--- config.mk ---
export PLATFORM = sky130hd
export DESIGN_NAME = instruction_fetch_unit_flat
export DESIGN_NICKNAME = d
export VERILOG_FILES = /design/src/rtl/instruction_fetch_unit_if.sv /design/src/rtl/instruction_fetch_unit.sv /design/src/flat_wrapper.sv
export SDC_FILE = /design/constraint.sdc
export NUM_CORES = 1
export LEC_CHECK = 0
export CAP_MARGIN = 20
export CORE_MARGIN = 5
export CORE_UTILIZATION = 45
export DETAILED_ROUTE_END_ITERATION = 10
export GPL_ROUTABILITY_DRIVEN = 0
export GPL_TIMING_DRIVEN = 0
export HOLD_SLACK_MARGIN = 0.06
export PLACE_DENSITY = 0.75
export SYNTH_ARGS = -nofsm -noshare
export SYNTH_HDL_FRONTEND = slang
export SYNTH_SLANG_ARGS = --single-unit
--- constraint.sdc ---
create_clock -name clk -period 5.3 [get_ports clk]
set_input_delay 0.795 -clock clk [delete_from_list [all_inputs] [get_ports clk]]
set_output_delay 0.795 -clock clk [all_outputs]
set_load 0.02 [all_outputs]
--- src/rtl/instruction_fetch_unit_if.sv ---
// Instruction-memory request/response bus: the fetch unit is the master, imem is the slave.
interface instruction_fetch_unit_if #(
  parameter int unsigned data_bits = 32
);
  logic                 req;
  logic [data_bits-1:0] addr;
  logic                 ack;
  logic [data_bits-1:0] rdata;

  modport master (output req, output addr, input ack, input rdata);
  modport slave  (input req, input addr, output ack, output rdata);
endinterface

--- src/rtl/instruction_fetch_unit.sv ---
// IF-stage producer: owns the fetch PC, runs req/ack with imem, handles stall and redirect.
// Optional misaligned-redirect trap enabled by defining MISALIGN_TRAP_EN.
//
//  state | meaning
//  REQ   | request outstanding at fetch_pc
//  HOLD  | fetched word parked (or trap parked) waiting for downstream; no request
//  DRAIN | redirected while request in flight; wait for its ack, then go to pending_pc
module instruction_fetch_unit #(
  parameter int unsigned          data_bits = 32,
  parameter logic [data_bits-1:0] reset_pc  = '0,
  parameter int unsigned          pc_step   = 4
) (
  input  logic                     clk,
  input  logic                     rst_n,
  input  logic                     pc_write_enable,
  input  logic                     redirect_enable,
  input  logic [data_bits-1:0]     redirect_pc,
  instruction_fetch_unit_if.master imem,
  output logic [data_bits-1:0]     pc_out,
  output logic [data_bits-1:0]     instruction_out,
  output logic                     instruction_valid
`ifdef MISALIGN_TRAP_EN
  ,
  output logic                     fetch_misaligned
`endif
);

  typedef enum logic [1:0] {REQ = 2'd0, HOLD = 2'd1, DRAIN = 2'd2} state_t;

  localparam logic [data_bits-1:0] step = data_bits'(pc_step);

  state_t               state_q, state_d;
  logic [data_bits-1:0] fetch_pc_q, fetch_pc_d, pending_q, pending_d;
  logic [data_bits-1:0] hold_pc_q, hold_pc_d, hold_instr_q, hold_instr_d;
  logic [data_bits-1:0] pc_out_q, pc_out_d, instr_q, instr_d;
  logic                 valid_q, valid_d;
  logic                 ack_live, do_launch;
  logic [data_bits-1:0] redir_tgt, launch_tgt;

`ifdef MISALIGN_TRAP_EN
  localparam logic [data_bits-1:0] nop = data_bits'(32'h0000_0013);
  logic trapped_q, trapped_d, hold_full_q, hold_full_d, mis_q, mis_d;
  assign redir_tgt = redirect_pc;
`else
  assign redir_tgt = redirect_pc & ~data_bits'(3);
`endif

  // An ack only counts while a request is actually on the bus.
  assign ack_live = imem.ack && (state_q != HOLD);

  always_comb begin
    state_d    = state_q;
    fetch_pc_d = fetch_pc_q;
    pending_d  = pending_q;
    hold_pc_d  = hold_pc_q;
    hold_instr_d = hold_instr_q;
    pc_out_d   = pc_out_q;
    instr_d    = instr_q;
    valid_d    = valid_q;
    do_launch  = 1'b0;
    launch_tgt = redir_tgt;
`ifdef MISALIGN_TRAP_EN
    trapped_d   = trapped_q;
    hold_full_d = hold_full_q;
    mis_d       = mis_q;
`endif
    if (redirect_enable) begin
      valid_d = 1'b0;
`ifdef MISALIGN_TRAP_EN
      trapped_d   = 1'b0;
      hold_full_d = 1'b0;
      mis_d       = 1'b0;
`endif
      if (state_q == REQ && !ack_live) begin
        pending_d = redir_tgt;
        state_d   = DRAIN;
      end else if (state_q == DRAIN && !ack_live) begin
        pending_d = redir_tgt;
      end else begin
        do_launch = 1'b1;
      end
    end else begin
      unique case (state_q)
        REQ: begin
          if (ack_live) begin
            fetch_pc_d = fetch_pc_q + step;
            if (pc_write_enable) begin
              pc_out_d = fetch_pc_q;
              instr_d  = imem.rdata;
              valid_d  = 1'b1;
`ifdef MISALIGN_TRAP_EN
              mis_d    = 1'b0;
`endif
            end else begin
              hold_pc_d    = fetch_pc_q;
              hold_instr_d = imem.rdata;
              state_d      = HOLD;
`ifdef MISALIGN_TRAP_EN
              hold_full_d  = 1'b1;
`endif
            end
          end else if (pc_write_enable) begin
            valid_d = 1'b0;
`ifdef MISALIGN_TRAP_EN
            mis_d   = 1'b0;
`endif
          end
        end
        HOLD: begin
          if (pc_write_enable) begin
`ifdef MISALIGN_TRAP_EN
            if (hold_full_q) begin
              pc_out_d    = hold_pc_q;
              instr_d     = hold_instr_q;
              valid_d     = 1'b1;
              mis_d       = trapped_q;
              hold_full_d = 1'b0;
              state_d     = trapped_q ? HOLD : REQ;
            end else begin
              valid_d = 1'b0;
              mis_d   = 1'b0;
            end
`else
            pc_out_d = hold_pc_q;
            instr_d  = hold_instr_q;
            valid_d  = 1'b1;
            state_d  = REQ;
`endif
          end
        end
        DRAIN: begin
          if (ack_live) begin
            do_launch  = 1'b1;
            launch_tgt = pending_q;
          end
        end
        default: state_d = REQ;
      endcase
    end
    // Start fetching from a new target; a misaligned target parks a NOP instead.
    if (do_launch) begin
`ifdef MISALIGN_TRAP_EN
      if (launch_tgt[1:0] != 2'b00) begin
        hold_pc_d    = launch_tgt;
        hold_instr_d = nop;
        trapped_d    = 1'b1;
        hold_full_d  = 1'b1;
        state_d      = HOLD;
      end else begin
        fetch_pc_d = launch_tgt;
        state_d    = REQ;
      end
`else
      fetch_pc_d = launch_tgt;
      state_d    = REQ;
`endif
    end
  end

  always_ff @(posedge clk or negedge rst_n) begin
    if (!rst_n) begin
      state_q      <= REQ;
      fetch_pc_q   <= reset_pc;
      pending_q    <= reset_pc;
      hold_pc_q    <= '0;
      hold_instr_q <= '0;
      pc_out_q     <= '0;
      instr_q      <= '0;
      valid_q      <= 1'b0;
`ifdef MISALIGN_TRAP_EN
      trapped_q    <= 1'b0;
      hold_full_q  <= 1'b0;
      mis_q        <= 1'b0;
`endif
    end else begin
      state_q      <= state_d;
      fetch_pc_q   <= fetch_pc_d;
      pending_q    <= pending_d;
      hold_pc_q    <= hold_pc_d;
      hold_instr_q <= hold_instr_d;
      pc_out_q     <= pc_out_d;
      instr_q      <= instr_d;
      valid_q      <= valid_d;
`ifdef MISALIGN_TRAP_EN
      trapped_q    <= trapped_d;
      hold_full_q  <= hold_full_d;
      mis_q        <= mis_d;
`endif
    end
  end

  assign imem.req          = (state_q != HOLD);
  assign imem.addr         = fetch_pc_q;
  assign pc_out            = pc_out_q;
  assign instruction_out   = instr_q;
  assign instruction_valid = valid_q;
`ifdef MISALIGN_TRAP_EN
  assign fetch_misaligned  = mis_q;
`endif

endmodule
--- src/flat_wrapper.sv ---
// flat-port wrapper written by rule: the top's interface ports become plain ports
module instruction_fetch_unit_flat 
#(
  parameter int unsigned          data_bits = 32,
  parameter logic [data_bits-1:0] reset_pc  = '0,
  parameter int unsigned          pc_step   = 4
)
  (clk, rst_n, pc_write_enable, redirect_enable, redirect_pc, pc_out, instruction_out, instruction_valid, imem_req, imem_addr, imem_ack, imem_rdata);
  instruction_fetch_unit_if #(.data_bits(data_bits)) imem_i ();
  input  logic clk;
  input  logic rst_n;
  input  logic pc_write_enable;
  input  logic redirect_enable;
  input  logic [data_bits-1:0] redirect_pc;
  output logic [data_bits-1:0] pc_out;
  output logic [data_bits-1:0] instruction_out;
  output logic instruction_valid;
  output wire logic [$bits(imem_i.req)-1:0] imem_req;
  output wire logic [$bits(imem_i.addr)-1:0] imem_addr;
  input wire logic [$bits(imem_i.ack)-1:0] imem_ack;
  input wire logic [$bits(imem_i.rdata)-1:0] imem_rdata;
  assign imem_req = imem_i.req;
  assign imem_addr = imem_i.addr;
  assign imem_i.ack = imem_ack;
  assign imem_i.rdata = imem_rdata;
  instruction_fetch_unit #(.data_bits(data_bits), .reset_pc(reset_pc), .pc_step(pc_step)) u_core (.clk(clk), .rst_n(rst_n), .pc_write_enable(pc_write_enable), .redirect_enable(redirect_enable), .redirect_pc(redirect_pc), .imem(imem_i), .pc_out(pc_out), .instruction_out(instruction_out), .instruction_valid(instruction_valid));
endmodule
== Word level (Yosys, flattened, before mapping) ==
Index checks and enable logic that the tools add are counted.

* Add/subtract/negate cells: 1
* Equal/unequal tests: 13
* Multiplexer cells: 34
* Bitwise operators: 2
* Reduce and logical (&&, ||, !) cells: 16

{| class="wikitable"
|+ Operator list
! kind !! count
|-
| $mux 32 || 15
|-
| $pmux 32 s2 || 2
|-
| $add 32x3->32 const B || 1
|-
| $mux 2 || 6
|-
| $ne 4x3->1 const B || 3
|-
| $reduce_and 5->1 || 2
|-
| $mux 1 || 9
|-
| $reduce_bool 2->1 || 4
|-
| $ne 2x1->1 const B || 3
|-
| $pmux 2 s3 || 1
|-
| $ne 2x2->1 const B || 2
|-
| $ne 4x2->1 const B || 1
|-
| $reduce_and 2->1 || 2
|-
| $reduce_and 4->1 || 1
|-
| $logic_and 1x1->1 || 3
|-
| $ne 3x1->1 const B || 1
|-
| $ne 3x2->1 const B || 1
|-
| $reduce_and 3->1 || 1
|-
| $reduce_bool 3->1 || 1
|-
| $eq 2x1->1 const B || 1
|-
| $eq 2x2->1 const B || 1
|-
| $logic_not 2->1 || 1
|-
| $not 1->1 || 2
|-
| $pmux 1 s2 || 1
|-
| $logic_not 1->1 || 1
|}

* Bits in registers: 195
* Bits of input ports: 69
* Output and inout port bits: 98

== Longest topological paths before layout ==
* Word-level depth: 9
* Mapped depth: 8
* Gate-level depth less buffers: 6

== Least setup slack after synthesis ==
OpenSTA, ideal clock, no wires.

* Path type: input to register
* Start point: input port imem_ack
* End point: register u_core.hold_instr_q[0]
* Setup time: 0.125 ns
* Arrival: 2.154 ns
* Slack: 3.021 ns
* Stages: 5
* Path buffers: 2
* Cells stage by stage: clkbuf_1 nand3_1 nor2_1 buf_2 mux2_2

* Cells in the longest elaborated chain, start to end: 2

{| class="wikitable"
|+ Ends and longest elaborated chain
! element !! line !! source
|-
| from (decl) || flat_wrapper.sv:20 || <nowiki>input wire logic [$bits(imem_i.ack)-1:0] imem_ack;</nowiki>
|-
| $logic_and 1x1->1 || instruction_fetch_unit.sv:49 || <nowiki>assign ack_live = imem.ack && (state_q != HOLD);</nowiki>
|-
| $reduce_and 4->1 (no source line) || n/a ||
|-
| to (signal assigned) || instruction_fetch_unit.sv:180 || <nowiki>hold_instr_q <= hold_instr_d;</nowiki>
|-
| to (decl) || instruction_fetch_unit.sv:34 || <nowiki>logic [data_bits-1:0] hold_pc_q, hold_pc_d, hold_instr_q, hold_instr_d;</nowiki>
|}

No other way between the ends.
A chain may end at the register's enable or synchronous reset.

== Worst setup path after layout ==
* Start point: register u_core.state_q[0]
* End point: output port imem_req

* Cells in the longest elaborated chain, start to end: 1

{| class="wikitable"
|+ Ends and longest elaborated chain
! element !! line !! source
|-
| from (decl) || instruction_fetch_unit.sv:32 || <nowiki>state_t state_q, state_d;</nowiki>
|-
| from (signal assigned) || instruction_fetch_unit.sv:176 || <nowiki>state_q <= state_d;</nowiki>
|-
| $ne 2x1->1 || instruction_fetch_unit.sv:192 || <nowiki>assign imem.req = (state_q != HOLD);</nowiki>
|-
| to (decl) || flat_wrapper.sv:18 || <nowiki>output wire logic [$bits(imem_i.req)-1:0] imem_req;</nowiki>
|}

No other way between the ends.

==> PnR_summary.wiki <==
{| class="wikitable"
! Metric !! Value
|-
| Worst slew margin || 40.2%
|-
| Yosys warnings || 0
|-
| RSZ-0062 raised after global routing || no
|-
| Most frequent cells in the layout || 187 x sky130_fd_sc_hd__dfrtp_1, 159 x sky130_fd_sc_hd__clkdlybuf4s50_1, 120 x sky130_fd_sc_hd__nand2_1, 96 x sky130_fd_sc_hd__mux2_2, 73 x sky130_fd_sc_hd__o21ai_0
|-
| Number of gates given a new drive strength after cts || 0
|-
| Register area share after synthesis || 54.5%
|-
| Max Buffers Root-to-Sink || 2
|-
| Worst skew pair latency || 0.43 ns
|-
| Startpoint type of the worst setup path || register
|-
| Remaining global-route overflow || 0
|-
| Number of clock buffers inserted by TritonCTS || 17
|-
| Post-synth EDFFs || 0
|-
| Placement-stage worst setup slack || 1.83 ns
|-
| Number of sinks handled by clock tree synthesis || 187
|-
| Post-layout worst setup margin || 1.86 ns
|-
| Max Cap Viol || 0
|-
| Count of antenna diodes in the layout || 0
|-
| Syn Area/Cell || 11.1 µm²
|-
| Number of antenna violations at the first check in global routing || 0
|-
| Slew Viols, Final || 0
|-
| Most frequent standard cell in the layout excluding fill and tap cells || sky130_fd_sc_hd__dfrtp_1
|-
| CP Data Required Time || 4.51 ns
|-
| Wire per inst || 18.2 µm
|-
| Number of iterations in the first detailed-routing pass || 5
|-
| Flip-flop and latch count after synthesis || 187
|-
| Run status || completed
|-
| Number of instances in the placed design || 1174
|-
| Startpoint-to-endpoint class of the critical path || register to output port
|-
| Via total after detailed routing || 6719
|-
| Category of the worst setup path capture point || output port
|-
| Post-CTS repair timing setup buffer count || 0
|-
| Final standard cell utilization of the core || 59.1%
|-
| Relative area change from synthesis to final layout || 29.2%
|-
| Initial Utilization || 45.7%
|-
| Accumulated negative setup slack || 0 ns
|-
| Clock tree from TritonCTS || yes
|-
| Filler-free cell count of the finished design || 1206
|-
| Arrival time at the worst endpoint || 2.65 ns
|-
| Remaining DRCs || 0
|-
| Highest fanout seen on the critical path || 10
|-
| Instance count of the mapped netlist || 776
|-
| Hold buffer count at CTS || 0
|-
| Final critical-path share of the clock period || 64.9%
|-
| Worst R2R Path Depth || 8
|-
| Largest net degree at the start of global routing || 109
|-
| DRT iter0 DRCs || 542
|-
| Detailed Route WL || 22000 µm
|-
| Filler instances || 1601
|-
| Slew at the pin with the worst max-slew slack || 0.889 ns
|-
| Die height || 148 µm
|-
| Final Setup Violations || 0
|-
| Static Leak || 4.57 nW
|-
| Top achievable clock speed || 291 MHz
|-
| Global Route Usage Sum || 20.4%
|-
| Mapped cell area || 8590 µm²
|-
| Footprint of the multi-input gates || 3630 µm²
|-
| Clock tree root driver cell || sky130_fd_sc_hd__clkbuf_16
|-
| Input/output buffers || 160
|-
| Wire length of the first global-routing pass || 35500 µm
|-
| Residual antenna-violating net count after detailed routing || 0
|-
| Fraction of final layout cells sized beyond drive strength 1 || 16.6%
|-
| Fraction of synthesis flops using an asynchronous set or reset pin || 100%
|-
| Total core area || 18800 µm²
|-
| Via count of the first global-routing pass || 6527
|-
| Footprint of the flip-flops and latches || 4680 µm²
|-
| Path class of the lowest-slack min-delay path || input port to async pin
|-
| Total die area || 21900 µm²
|-
| Number of placement rows || 50
|-
| Skew final || 0.0106 ns
|-
| Count of unique library cells instantiated by Yosys || 51
|-
| I/O pin total || 167
|-
| Power per unit of standard cell area || 411 nW/µm²
|-
| Number of vias per cell || 5.57
|-
| Final-stage net count || 1029
|-
| HPWL after detailed placement || 15900 µm
|-
| Die Wd || 148 µm
|-
| Main synth FF type || sky130_fd_sc_hd__dfrtp_1
|-
| IR drop worst, VDD || 0.257 mV
|-
| Clock Pin Slew Worst Setup and Hold Paths || 0.07 ns
|-
| Final critical delay including setup and external delays || 3.44 ns
|-
| Maximum level of the CTS H-tree || 4
|-
| Hold Violations, Final || 0
|}
synthesized netlist by cell type, types with 8 or more instances:
library cell | count | area (µm²)
sky130_fd_sc_hd__a31oi_1 | 10 | 62.6
sky130_fd_sc_hd__a21oi_1 | 26 | 130
sky130_fd_sc_hd__nand3_1 | 25 | 125
sky130_fd_sc_hd__dfrtp_1 | 187 | 4680
sky130_fd_sc_hd__mux2_2 | 96 | 1080
sky130_fd_sc_hd__buf_2 | 19 | 95.1
sky130_fd_sc_hd__o21ai_0 | 73 | 365
sky130_fd_sc_hd__clkbuf_1 | 32 | 120
sky130_fd_sc_hd__nor3_1 | 11 | 55.1
sky130_fd_sc_hd__nand2_1 | 120 | 450
sky130_fd_sc_hd__nor2_1 | 19 | 71.3
sky130_fd_sc_hd__o22a_1 | 8 | 70.1
sky130_fd_sc_hd__mux2i_1 | 64 | 641
sky130_fd_sc_hd__and3_1 | 11 | 68.8
sequential cells by signal (all words and copies together) (netlist names):
signal and cells:
u_core.instruction_out 32, u_core.imem.addr 30, u_core.pending_q 30, u_core.hold_pc_q 30, u_core.pc_out 30, u_core.hold_instr_q 32, u_core.instruction_valid 1, u_core.state_q 2
stage by stage:
step	total power, mW	cell area (µm²)	hold slack, ns
final	4.56	11100	0.441
after global placement	3.33	10500	0.461
after floorplan	2.73	8600	0.477
after detailed placement	3.38	10500	0.470
after CTS	4.60	11100	0.465
after global routing	4.81	11100	0.507
cell families after synthesis:
family	count (synthesis)	synth area share [%]
muxes	160	20.1
other	1	0.0437
buffers and inverters	64	3.34
and+or+nand+nor	211	11.2
DFF	187	54.5
adders and majority gates	1	0.146
AOI/OAI and AO/OA	152	10.7
area by class of cell:
cell class | instances | share of cell area (%)
plain buffers | 60 | 2.45
clock buffers | 18 | 3.96
clock inverters | 14 | 1.14
inverters | 4 | 0.135
multi-input cells | 528 | 32.7
flip-flops and latches | 187 | 42.2
well taps | 234 | 2.64
repair buffers | 161 | 14.7
per-layer routing:
layer / vias to the layer above / wire (µm) / global-route usage (%)
li1: 3159 / - / -
met1: 3260 / 9840 / 28.7
met2: 267 / 10200 / 32.2
met3: 33 / 1530 / 3.99
met4: 0 / 367 / 6.10
met5: - / 0 / 0
where the power goes:
group / total (mW) / internal [mW] / switching, mW
clock: 1.22 / 0.632 / 0.588
sequential: 2.04 / 1.78 / 0.257
combinational: 1.30 / 0.650 / 0.651
total: 4.56 / 3.07 / 1.50
critical path: stages (launching register included):
cell and delay [ns]:
sky130_fd_sc_hd__dfrtp_1 0.37, sky130_fd_sc_hd__buf_2 0.22, sky130_fd_sc_hd__nor2b_1 0.14, sky130_fd_sc_hd__buf_2 0.29, sky130_fd_sc_hd__buf_1 0.56, sky130_fd_sc_hd__inv_1 0.08
sky130_fd_sc_hd__clkdlybuf4s50_1 0.55
path summary, 6_finish.rpt:
kind | start | endpoint | slack (ns)
setup / recovery | u_core.state_q[0] | imem_req | 1.86
hold / removal | rst_n | u_core.hold_instr_q[3] | 0.44
setup reg to reg | u_core.state_q[0] | u_core.imem.addr[14] | 2.81
hold reg to reg | u_core.pc_out[19] | u_core.pc_out[19] | 0.48
max in group asynchronous | rst_n | u_core.pending_q[26] | 4.01
min in group clk | u_core.pc_out[19] | u_core.pc_out[19] | 0.48
No activity file was read; power rests on OpenSTA's default activity.
